==> config.mk <==
export PLATFORM = sky130hd
export DESIGN_NAME = if_stage
export DESIGN_NICKNAME = d
export VERILOG_FILES = /design/src/rtl/cpu_pkg.sv /design/src/rtl/pc_gen.sv /design/src/rtl/if_stage.sv
export SDC_FILE = /design/constraint.sdc
export NUM_CORES = 1
export LEC_CHECK = 0
export CAP_MARGIN = 30
export CORE_MARGIN = 2
export CORE_UTILIZATION = 37
export DETAILED_ROUTE_END_ITERATION = 8
export GPL_TIMING_DRIVEN = 0
export MAX_ROUTING_LAYER = met4
export PLACE_DENSITY = 0.66
export REMOVE_ABC_BUFFERS = 1
export SLEW_MARGIN = 20
export SYNTH_ARGS = -nofsm -noshare
export SYNTH_HDL_FRONTEND = slang
export SYNTH_SLANG_ARGS = --single-unit
==> constraint.sdc <==
create_clock -name clk -period 3.4 [get_ports clk]
set_clock_uncertainty 0.1 [all_clocks]
set_input_delay 0.51 -clock clk [delete_from_list [all_inputs] [get_ports clk]]
set_output_delay 0.51 -clock clk [all_outputs]
set_load 0.02 [all_outputs]
==> src/rtl/cpu_pkg.sv <==
// Shared CPU definitions: datapath widths, the canonical NOP encoding and
// the fetch-state enumeration used by the instruction-fetch stage.
package cpu_pkg;
    localparam int INST_W = 32;
    localparam int ADDR_W = 32;
    localparam int IMM_W  = 16;

    // Decode recognises bubbles by this exact encoding.
    localparam logic [0:INST_W-1] NOP_INST = 32'hF000_0000;

    typedef enum logic {
        FILL = 1'b0,
        RUN  = 1'b1
    } fetch_state_t;
endpackage

==> src/rtl/pc_gen.sv <==
// Program-counter generator: next-address mux plus the pc, issued-address
// and fill/run registers that track which address the memory is reading.
module pc_gen
    import cpu_pkg::*;
#(
    parameter logic [0:ADDR_W-1] RESET_PC = 32'h0000_0000,
    parameter int unsigned       PC_STEP  = 4
) (
    input  logic              clk,
    input  logic              reset,
    input  logic              stall,
    input  logic              br_take,
    input  logic [0:ADDR_W-1] target,
    output logic [0:ADDR_W-1] imem_addr,
    output logic [0:ADDR_W-1] issued_addr,
    output logic              fetch_vld
);
    localparam logic [0:ADDR_W-1] STEP = ADDR_W'(PC_STEP);

    logic [0:ADDR_W-1] pc_reg, pc_next;
    logic [0:ADDR_W-1] issued_reg, issued_next;
    fetch_state_t      state_reg, state_next;

    always_ff @(posedge clk or negedge reset) begin
        if (!reset) begin
            pc_reg     <= RESET_PC;
            issued_reg <= RESET_PC;
            state_reg  <= FILL;
        end else begin
            pc_reg     <= pc_next;
            issued_reg <= issued_next;
            state_reg  <= state_next;
        end
    end

    always_comb begin
        pc_next     = pc_reg;
        issued_next = issued_reg;
        state_next  = state_reg;
        imem_addr   = pc_reg;
        if (stall) begin
            // Re-issue the in-flight address so its data is still there on release.
            imem_addr = issued_reg;
        end else if (br_take) begin
            imem_addr   = target;
            pc_next     = target + STEP;
            issued_next = target;
        end else begin
            pc_next     = pc_reg + STEP;
            issued_next = pc_reg;
            state_next  = RUN;
        end
    end

    assign issued_addr = issued_reg;
    assign fetch_vld   = (state_reg == RUN);
endmodule

==> src/rtl/if_stage.sv <==
// Instruction-fetch stage: drives the synchronous instruction memory through
// pc_gen and holds the IF/ID register, squashing on taken branches.
module if_stage
    import cpu_pkg::*;
#(
    parameter logic [0:ADDR_W-1] RESET_PC = 32'h0000_0000,
    parameter int unsigned       PC_STEP  = 4
) (
    input  logic              clk,
    input  logic              reset,
    input  logic              HDU_stall,
    input  logic              ID_br_ctrl,
    input  logic [0:IMM_W-1]  ID_imm_addr,
    input  logic [0:INST_W-1] imem_inst,
    output logic [0:ADDR_W-1] imem_addr,
    output logic              imem_rdEn,
    output logic [0:INST_W-1] ID_inst,
    output logic              ID_inst_vld,
    output logic [0:ADDR_W-1] ID_pc
);
    logic [0:INST_W-1] id_inst_reg, id_inst_next;
    logic              id_vld_reg, id_vld_next;
    logic [0:ADDR_W-1] id_pc_reg, id_pc_next;
    logic [0:ADDR_W-1] issued_addr;
    logic [0:ADDR_W-1] target;
    logic              fetch_vld;
    logic              br_take;

    // Only a real instruction in ID may redirect; a stall defers the decision.
    assign br_take = ID_br_ctrl & id_vld_reg & ~HDU_stall;
    assign target  = {{(ADDR_W-IMM_W){1'b0}}, ID_imm_addr};

    pc_gen #(
        .RESET_PC (RESET_PC),
        .PC_STEP  (PC_STEP)
    ) u_pc_gen (
        .clk         (clk),
        .reset       (reset),
        .stall       (HDU_stall),
        .br_take     (br_take),
        .target      (target),
        .imem_addr   (imem_addr),
        .issued_addr (issued_addr),
        .fetch_vld   (fetch_vld)
    );

    always_comb begin
        id_inst_next = id_inst_reg;
        id_vld_next  = id_vld_reg;
        id_pc_next   = id_pc_reg;
        if (!HDU_stall) begin
            if (br_take || !fetch_vld) begin
                id_inst_next = NOP_INST;
                id_vld_next  = 1'b0;
            end else begin
                id_inst_next = imem_inst;
                id_vld_next  = 1'b1;
                id_pc_next   = issued_addr;
            end
        end
    end

    always_ff @(posedge clk or negedge reset) begin
        if (!reset) begin
            id_inst_reg <= NOP_INST;
            id_vld_reg  <= 1'b0;
            id_pc_reg   <= '0;
        end else begin
            id_inst_reg <= id_inst_next;
            id_vld_reg  <= id_vld_next;
            id_pc_reg   <= id_pc_next;
        end
    end

    assign imem_rdEn   = reset;
    assign ID_inst     = id_inst_reg;
    assign ID_inst_vld = id_vld_reg;
    assign ID_pc       = id_pc_reg;
endmodule

==> flow_summary.toml, run 1 <==
[worst_hold_path]
min_from = "u_pc_gen.issued_addr[16]"
worstHoldEndpoint = "ID_pc[16]"
hold_depth = 2
hold_class = "reg2reg"

[placement]
io_buffers = 149
place_hpwl_mm = 9.662
dpl.cell_count = 886
place.gp.congestion = 0.7948

[floorplan]
die_x_um = 128.8
die-area_mm2 = 0.01658
core_area_mm2 = 0.01520
die_y_um = 128.8
pin_count = 150
rows = 45
initial_core_util_pct = 37.89

[cts]
htree_levels = 4
cts_tree = "built"
cts_buffers = 17
clock_latency_ps = 410
cts_num_sinks = 130
root_buffer = "clkbuf_16"
clkTransAtPathRegs_ps = 60
clockBufferDepth = 2
cts_setup_buffers = 0

[synthesis]
yosys_warnings = 0
synth_largest_area_cell = "dfrtp_1"
synth_cells = 584
ys_seq_area_share_pct = 56.56
netlist_area_mm2 = 0.005761
ys_top_cells_by_area = "dfrtp_1 (55%), nand2_1 (11%), a22o_1 (4.3%), mux2i_1 (3.8%), o21ai_0 (3.1%)"
synth-edff-count = 0
synthDominantCellAreaShare_pct = 54.74
synthArstFlopShare_pct = 100.0
ys.flop_type = "dfrtp_1"
ys_ff_latch = 130
ys_types = 45
synth_area_per_cell_um2 = 9.864

[setup_path]
worstPathCellList = "clkdlybuf4s50_1 -> nand2_4 -> buf_16 -> and2_1 -> a21oi_1 -> o21ai_0 -> clkdlybuf4s50_1"
reg2reg_slack_ps = 850
reg2reg_depth = 4
setup.worst_path.end_class = "primary output"
critPathArrivalTime_ps = 2650
required_ps = 2790
path_class = "in2out"
crit_path_frequent_cell = "clkdlybuf4s50_1"
cp_slowest_stage_delay_ps = 560
cp-start-kind = "input pin"
regToRegEndpoint = "u_pc_gen.pc_reg[8]"
crit_fanout = 24
reg2reg_from = "u_pc_gen.pc_reg[25]"
crit_slowest_cell = "clkdlybuf4s50_1"

[global_routing]
grt.overflow.total = 0
grt_pass1_vias = 4757
grt_pass1_wl_mm = 24.01
grt_max_degree = 78
antenna_found_initial = 0
track_usage_pct = 18.87

[sta]
rsz0062_at_grt = "no"
min_period_ps = 3256
max-slew-margin-rel_pct = 52.00
setup_viol = 0
fmaxAchievable_ghz = 0.3071
worstMarginPinSlew_ps = 720.0
slew_viol_final = 0
finalCritPeriodShare_pct = 95.76
setup_tns_ps = 0
hold_viol_final = 0

[cells_and_area]
fillerInstances = 1361
layout_common_cells = "nand2_1 (173), clkdlybuf4s50_1 (147), dfrtp_1 (126)"
layout.cells.non_filler = 919
drive_gt1_share_pct = 6.156
final_common_cell = "nand2_1"
fin_nets = 772
antenna_cells = 0
area_growth_pct = 38.90

[route]
num_vias = 4855
firstDrtPassIters = 5
wl_per_cell_um = 15.82
finalWirelength_mm = 14.54
antenna_left = 0
vias_per_cell = 5.283
route.detailed.drc = 0
drt_iter0_drc = 287

[run_status]
status = "complete, no violations"

[power]
p_leak_nw = 3.514
vdd_ir_drop_max_mv = 0.3389
p_per_area_mw_per_mm2 = 583.5

[flow_run]
cap_violations = 0
-- kinds of logic (layout without fill, tap and decap cells) --
family | count (synthesis) | after routing | share of synthesized area, %
buffers and inverters | 42 | 189 | 3.041
xor gates and xnor gates | 18 | 18 | 2.737
muxes | 22 | 22 | 3.823
and+or+nand+nor | 261 | 261 | 20.89
adders and majority gates | 2 | 2 | 0.4343
DFF | 130 | 130 | 56.56
AOI/OAI and AO/OA | 109 | 109 | 12.51
-- what timing repair did --
action	in CTS	in global routing
hold buffers	1	0
setup endpoints to repair	0	6
endpoints found under the hold margin	19	0
gates resized for setup	0	1
-- synth_stat cells (6+ instances only) --
master and number:
nor4_1 7, o31ai_1 8, nor2_1 8, o21ai_0 36
nand2_1 174, mux2i_1 22, nand3_1 15, a21oi_1 18
a22o_1 28, xnor2_1 6, buf_1 8, dfrtp_1 126
o22a_1 6, xor2_1 12, clkbuf_1 27, nand4_1 11
or4_1 11
-- final cells by class --
| class | instances | area [µm²] | share of cell area (%) |
|---|---|---|---|
| well taps | 188 | 235.2 | 2.940 |
| inverters | 2 | 7.507 | 0.09382 |
| multi-input cells | 412 | 2347 | 29.34 |
| flip-flops and latches | 130 | 3258 | 40.72 |
| repair buffers | 155 | 1618 | 20.22 |
| clock inverters | 7 | 60.06 | 0.7506 |
| clock buffers | 25 | 475.5 | 5.942 |
-- per-stage QoR --
step                utilization (%)  instance area (µm²)  hold slack (ps)  power (W)  setup WS, ps
finish                        52.63                 8001            360.5   0.004669         144.0
global route                  52.63                 8001            375.5   0.004916         21.58
CTS                           52.60                 7996            362.8   0.004715         8.150
detailed placement            49.01                 7451            353.9   0.003033         7.860
global placement              48.15                 7320            348.7   0.002992         -3790
floorplan                         -                 5593            114.4   0.002464         411.9
-- layer usage --
| layer | up-vias | part of all wire (%) | track usage, % |
|---|---|---|---|
| li1 | 2320 | - | - |
| met1 | 2333 | 46 | 24.67 |
| met2 | 186 | 45 | 28.63 |
| met3 | 16 | 7.0 | 5.114 |
| met4 | 0 | 1.4 | 6.074 |
| met5 | - | 0 | - |
-- worst max-delay path: cells and delay by family --
family                 cells  cell delay (ps)
AO/OA/AOI/OAI              2              440
buffers and inverters      3             1320
AND/OR/NAND/NOR            2              370
-- power breakdown --
part           internal (W)  switching [W]
sequential          0.00176       0.000182
clock               0.00104       0.000626
combinational      0.000494       0.000567
-- worst max path at each step --
stage,from,endpoint,slack (ps)
after floorplan,ID_br_ctrl,ID_inst[10],410
after global placement,reset,imem_rdEn,-3790
after detailed placement,ID_br_ctrl,imem_addr[25],8
after CTS,ID_br_ctrl,imem_addr[25],8
after global routing,HDU_stall,imem_addr[29],20
final,ID_br_ctrl,imem_addr[25],140
(Power assumes the default switching activity.)
==> inputs of run 2 (changes only) <==
--- a/config.mk
+++ b/config.mk
@@ -5,13 +5,13 @@
 export SDC_FILE = /design/constraint.sdc
 export NUM_CORES = 1
 export LEC_CHECK = 0
-export CAP_MARGIN = 30
+export CAP_MARGIN = 20
 export CORE_MARGIN = 2
 export CORE_UTILIZATION = 37
 export DETAILED_ROUTE_END_ITERATION = 8
 export GPL_TIMING_DRIVEN = 0
 export MAX_ROUTING_LAYER = met4
-export PLACE_DENSITY = 0.66
+export PLACE_DENSITY = 0.69
 export REMOVE_ABC_BUFFERS = 1
 export SLEW_MARGIN = 20
 export SYNTH_ARGS = -nofsm -noshare
==> constraint.sdc (replaced) <==
create_clock -name clk -period 2.9 [get_ports clk]
set_clock_uncertainty 0.1 [all_clocks]
set_input_delay 0.435 -clock clk [delete_from_list [all_inputs] [get_ports clk]]
set_output_delay 0.435 -clock clk [all_outputs]
set_load 0.02 [all_outputs]
==> flow_summary.toml, run 2 (synthesis gave the netlist of run 1 again) <==
[placement]
pre_cts_slack_ps = -353.8
dpl.cell_count = 886
placed_cell_area_mm2 = 0.007451
io_buffers = 149
place_hpwl_mm = 9.972
place.gp.congestion = 0.8098

[cts]
clkTransAtPathRegs_ps = 50
cts_setup_buffers = 0
cts_tree = "built"
root_buffer = "clkbuf_16"
htree_levels = 4
cts_buffers = 17
clock_latency_ps = 410
clockBufferDepth = 2
cts_num_sinks = 130

[setup_path]
setup.worst_path.end_class = "primary output"
crit_fanout = 24
path_class = "reg2out"
cp-start-kind = "flop"
required_ps = 2370
critPathArrivalTime_ps = 2180

[floorplan]
core_area_mm2 = 0.01520
pin_count = 150
die-area_mm2 = 0.01658
die_x_um = 128.8
initial_core_util_pct = 37.89
rows = 45
die_y_um = 128.8

[global_routing]
grt_pass1_wl_mm = 24.46
track_usage_pct = 19.20
grt_pass1_vias = 4956
antenna_found_initial = 0
grt_max_degree = 82
grt.overflow.total = 0

[cells_and_area]
fin_nets = 772
layout_common_cells = "nand2_1 (173), clkdlybuf4s50_1 (129), dfrtp_1 (126)"
drive_gt1_share_pct = 6.566
fin_util_pct = 53.12
layout.cells.non_filler = 919
antenna_cells = 0
area_growth_pct = 40.18
post-route-cell-area_mm2 = 0.008075
final_common_cell = "nand2_1"

[sta]
slew_viol_final = 0
worstMarginPinSlew_ps = 738.8
fmaxAchievable_ghz = 0.3679
hold_viol_final = 0
setup_viol = 0
fin_ws_ps = 181.6
finalCritPeriodShare_pct = 93.74
rsz0062_at_grt = "no"
holdWs_ps = 327.2
min_period_ps = 2718
max-slew-margin-rel_pct = 50.75

[route]
route.detailed.drc = 0
wl_per_cell_um = 16.22
drt_iter0_drc = 309
antenna_left = 0
firstDrtPassIters = 5
finalWirelength_mm = 14.91
vias_per_cell = 5.292
num_vias = 4863

[power]
p_per_area_mw_per_mm2 = 694.7
pwr-share-comb_pct = 21.8
p_clk_share_pct = 37.4
seqPwrFrac_pct = 40.7
vdd_ir_drop_max_mv = 0.4255
intPower_w = 0.003986
p_leak_nw = 3.676
sw_frac_of_total_pct = 28.96
p_sw_w = 0.001624

[flow_run]
cap_violations = 0

[run_status]
status = "complete, no violations"

[worst_hold_path]
hold_class = "in2reg"
[run 2: critical path, stage by stage, from the launching register on]
cell and delay [ps]:
dfrtp_1 490, nand2_8 170, buf_16 210, and2_1 180
a21oi_1 220, o21ai_0 140, dlygate4sd2_1 340
[run 2: area by class of cell]
| type | instances | area [µm²] |
|---|---|---|
| clock buffers | 29 | 550.5 |
| clock inverters | 3 | 40.04 |
| flip-flops and latches | 130 | 3258 |
| inverters | 2 | 7.507 |
| multi-input cells | 412 | 2359 |
| repair buffers | 155 | 1625 |
| fillers | 1350 | 7127 |
| well taps | 188 | 235.2 |
[run 2: worst paths after layout]
path                                               from                  to  slack (ps)  cells past startpoint
worst max-delay path                        ID_inst_vld       imem_addr[25]         180                      6
worst min-delay path                          HDU_stall         ID_inst_vld         330                      3
worst max register to register      u_pc_gen.pc_reg[25]  u_pc_gen.pc_reg[8]         300                      4
worst min register to register  u_pc_gen.issued_addr[7]            ID_pc[7]         360                      2
max in group asynchronous                         reset          ID_inst[1]        1510                      3
min in group asynchronous                         reset          ID_inst[5]         430                      2
[run 2: timing repair]
item	in CTS	in global routing
pin swaps	1	0
hold buffers	1	0
endpoints found under the setup margin	22	8
hold endpoints to repair	49	0
gates resized for setup	16	7
[run 2: routing by layer]
metal | up-vias | global-route usage [%] | part of all wire (%)
met4 | 0 | 7.033 | 1.7
li1 | 2319 | - | -
met3 | 15 | 4.407 | 6.4
met5 | - | - | 0
met2 | 183 | 29.85 | 47
met1 | 2346 | 24.64 | 45
[run 2: power by group through the flow]
stage	logic (W)	clock network, W	registers [W]
after floorplan	0.000482	0	0.00241
after global placement	0.00121	0	0.00229
after detailed placement	0.00126	0	0.00231
after CTS	0.00124	0.00216	0.00228
after global routing	0.00134	0.00224	0.00232
final	0.00123	0.00210	0.00228
[run 2: metrics by stage]
stage / setup TNS, ps / power, W
final: 0 / 0.005610
after global routing: 0 / 0.005899
after CTS: 0 / 0.005682
after detailed placement: -3641 / 0.003567
after global placement: -937750 / 0.003506
after floorplan: -2639 / 0.002889
==> inputs of run 3 (changes only) <==
--- a/config.mk
+++ b/config.mk
@@ -6,8 +6,8 @@
 export NUM_CORES = 1
 export LEC_CHECK = 0
 export CAP_MARGIN = 20
-export CORE_MARGIN = 2
 export CORE_UTILIZATION = 37
+export CTS_CLUSTER_DIAMETER = 30
 export DETAILED_ROUTE_END_ITERATION = 8
 export GPL_TIMING_DRIVEN = 0
 export MAX_ROUTING_LAYER = met4
==> flow_summary.toml, run 3 (synthesis gave the netlist of run 1 again) <==
[run_status]
status = "complete, no violations"

[cells_and_area]
drive_gt1_share_pct = 7.231
layout.cells.non_filler = 921
layout_common_cells = "nand2_1 (173), clkdlybuf4s50_1 (130), dfrtp_1 (126)"
antenna_cells = 0
area_growth_pct = 42.38
final_common_cell = "nand2_1"
fin_nets = 774

[sta]
fmaxAchievable_ghz = 0.3525
setup_viol = 0
min_period_ps = 2837
setup_tns_ps = 0
rsz0062_at_grt = "no"
slew_viol_final = 0
hold_viol_final = 0
finalCritPeriodShare_pct = 97.83
worstMarginPinSlew_ps = 712.0
max-slew-margin-rel_pct = 52.53

[route]
antenna_left = 0
firstDrtPassIters = 4
drt_iter0_drc = 257
num_vias = 4808
route.detailed.drc = 0
vias_per_cell = 5.220
wl_per_cell_um = 16.06
finalWirelength_mm = 14.79

[worst_hold_path]
hold_depth = 2
min_from = "u_pc_gen.issued_addr[7]"
worstHoldEndpoint = "ID_pc[7]"
hold_class = "reg2reg"

[cts]
htree_levels = 4
cts_num_sinks = 130
cts_buffers = 17
root_buffer = "clkbuf_16"
clkTransAtPathRegs_ps = 50
clock_latency_ps = 410
clockBufferDepth = 2
cts_tree = "built"

[setup_path]
worstPathCellList = "clkdlybuf4s50_1 -> nand2_8 -> mux2i_1 -> o21ai_0 -> clkdlybuf4s50_1"
cp-start-kind = "input pin"
reg2reg_slack_ps = 310
crit_fanout = 19
path_class = "in2out"
critPathArrivalTime_ps = 2300
reg2reg_depth = 4
setup.worst_path.end_class = "primary output"
crit_slowest_cell = "clkdlybuf4s50_1"
required_ps = 2370
crit_path_frequent_cell = "clkdlybuf4s50_1"
regToRegEndpoint = "u_pc_gen.pc_reg[8]"
cp_slowest_stage_delay_ps = 660
reg2reg_from = "u_pc_gen.pc_reg[25]"

[global_routing]
grt_pass1_vias = 4752
grt_max_degree = 102
track_usage_pct = 19.67
antenna_found_initial = 0
grt_pass1_wl_mm = 23.89
grt.overflow.total = 0

[power]
power_w = 0.005944
p_leak_nw = 3.709
p_per_area_mw_per_mm2 = 724.7
vdd_ir_drop_max_mv = 0.3982

[floorplan]
die_y_um = 126.8
core_area_mm2 = 0.01520
pin_count = 150
rows = 45
die_x_um = 126.8
initial_core_util_pct = 37.89
die-area_mm2 = 0.01607

[placement]
dpl.cell_count = 886
place_hpwl_mm = 9.618
io_buffers = 149
place.gp.congestion = 0.8195

[flow_run]
cap_violations = 0
run 3: cell types whose count changed in the layout (fill, tap and decap cells not counted), sizes merged:
| cell | change |
|---|---|
| clkinvlp | +2 |
| clkdlybuf4s50 | +1 |
| bufinv | +4 |
| dlygate4sd2 | +1 |
| clkbuf | -4 |
| buf | +1 |
| clkinv | -1 |
| dlymetal6s2s | -2 |
run 3: worst max-delay path: cells and delay by family:
| kind | cells | cell delay (ps) |
|---|---|---|
| muxes | 1 | 170 |
| buffers and inverters | 2 | 1250 |
| and+or+nand+nor | 1 | 170 |
| AOI/OAI and AO/OA | 1 | 270 |
run 3: stage by stage:
stage	setup WS [ps]	area, µm²	hold slack, ps	utilization, %
2_1_floorplan	-71.99	5593	39.41	-
3_3_place_gp	-4042	7320	348.8	48.15
3_5_place_dp	-354.4	7451	207.2	49.01
4_1_cts	22.35	8164	364.0	53.70
5_1_grt	4.909	8202	380.9	53.95
6_report	63.02	8202	363.8	53.95
run 3: worst max path at each step:
stage | from | end | slack [ps] | cells after the start
finish | ID_br_ctrl | imem_addr[18] | 60 | 5
global route | ID_br_ctrl | imem_addr[19] | 5 | 5
CTS | ID_br_ctrl | imem_addr[3] | 20 | 6
detailed placement | ID_br_ctrl | imem_addr[25] | -350 | 7
global placement | reset | imem_rdEn | -4040 | 2
floorplan | ID_inst_vld | ID_inst[10] | -70 | 3
run 3: report_power, final:
part	switching, W	total, W	internal (W)
Combinational	0.000665	0.00123	0.000562
Clock	0.000767	0.00243	0.00166
Sequential	0.000220	0.00229	0.00207
run 3: cell type report:
type	count	area (µm²)
fillers	1374	7000
inverters	2	7.507
clock inverters	8	170.2
flip-flops and latches	130	3258
well taps	188	235.2
multi-input cells	412	2359
repair buffers	157	1660
clock buffers	24	511.7
run 3: what timing repair did:
| item | in CTS | in global routing |
|---|---|---|
| hold buffers | 2 | 0 |
| gates cloned | 0 | 1 |
| resized for setup | 16 | 5 |
| buffers inserted | 0 | 0 |
| endpoints found under the hold margin | 26 | 0 |
| setup endpoints to repair | 22 | 6 |
| pin swaps | 1 | 0 |
run 3: metal layers:
layer | wire length, µm | vias to the layer above | track usage [%]
met3 | 828 | 20 | 4.386
met2 | 6821 | 164 | 29.96
met5 | 0 | - | -
li1 | - | 2316 | -
met4 | 244 | 0 | 8.053
met1 | 6894 | 2308 | 25.44
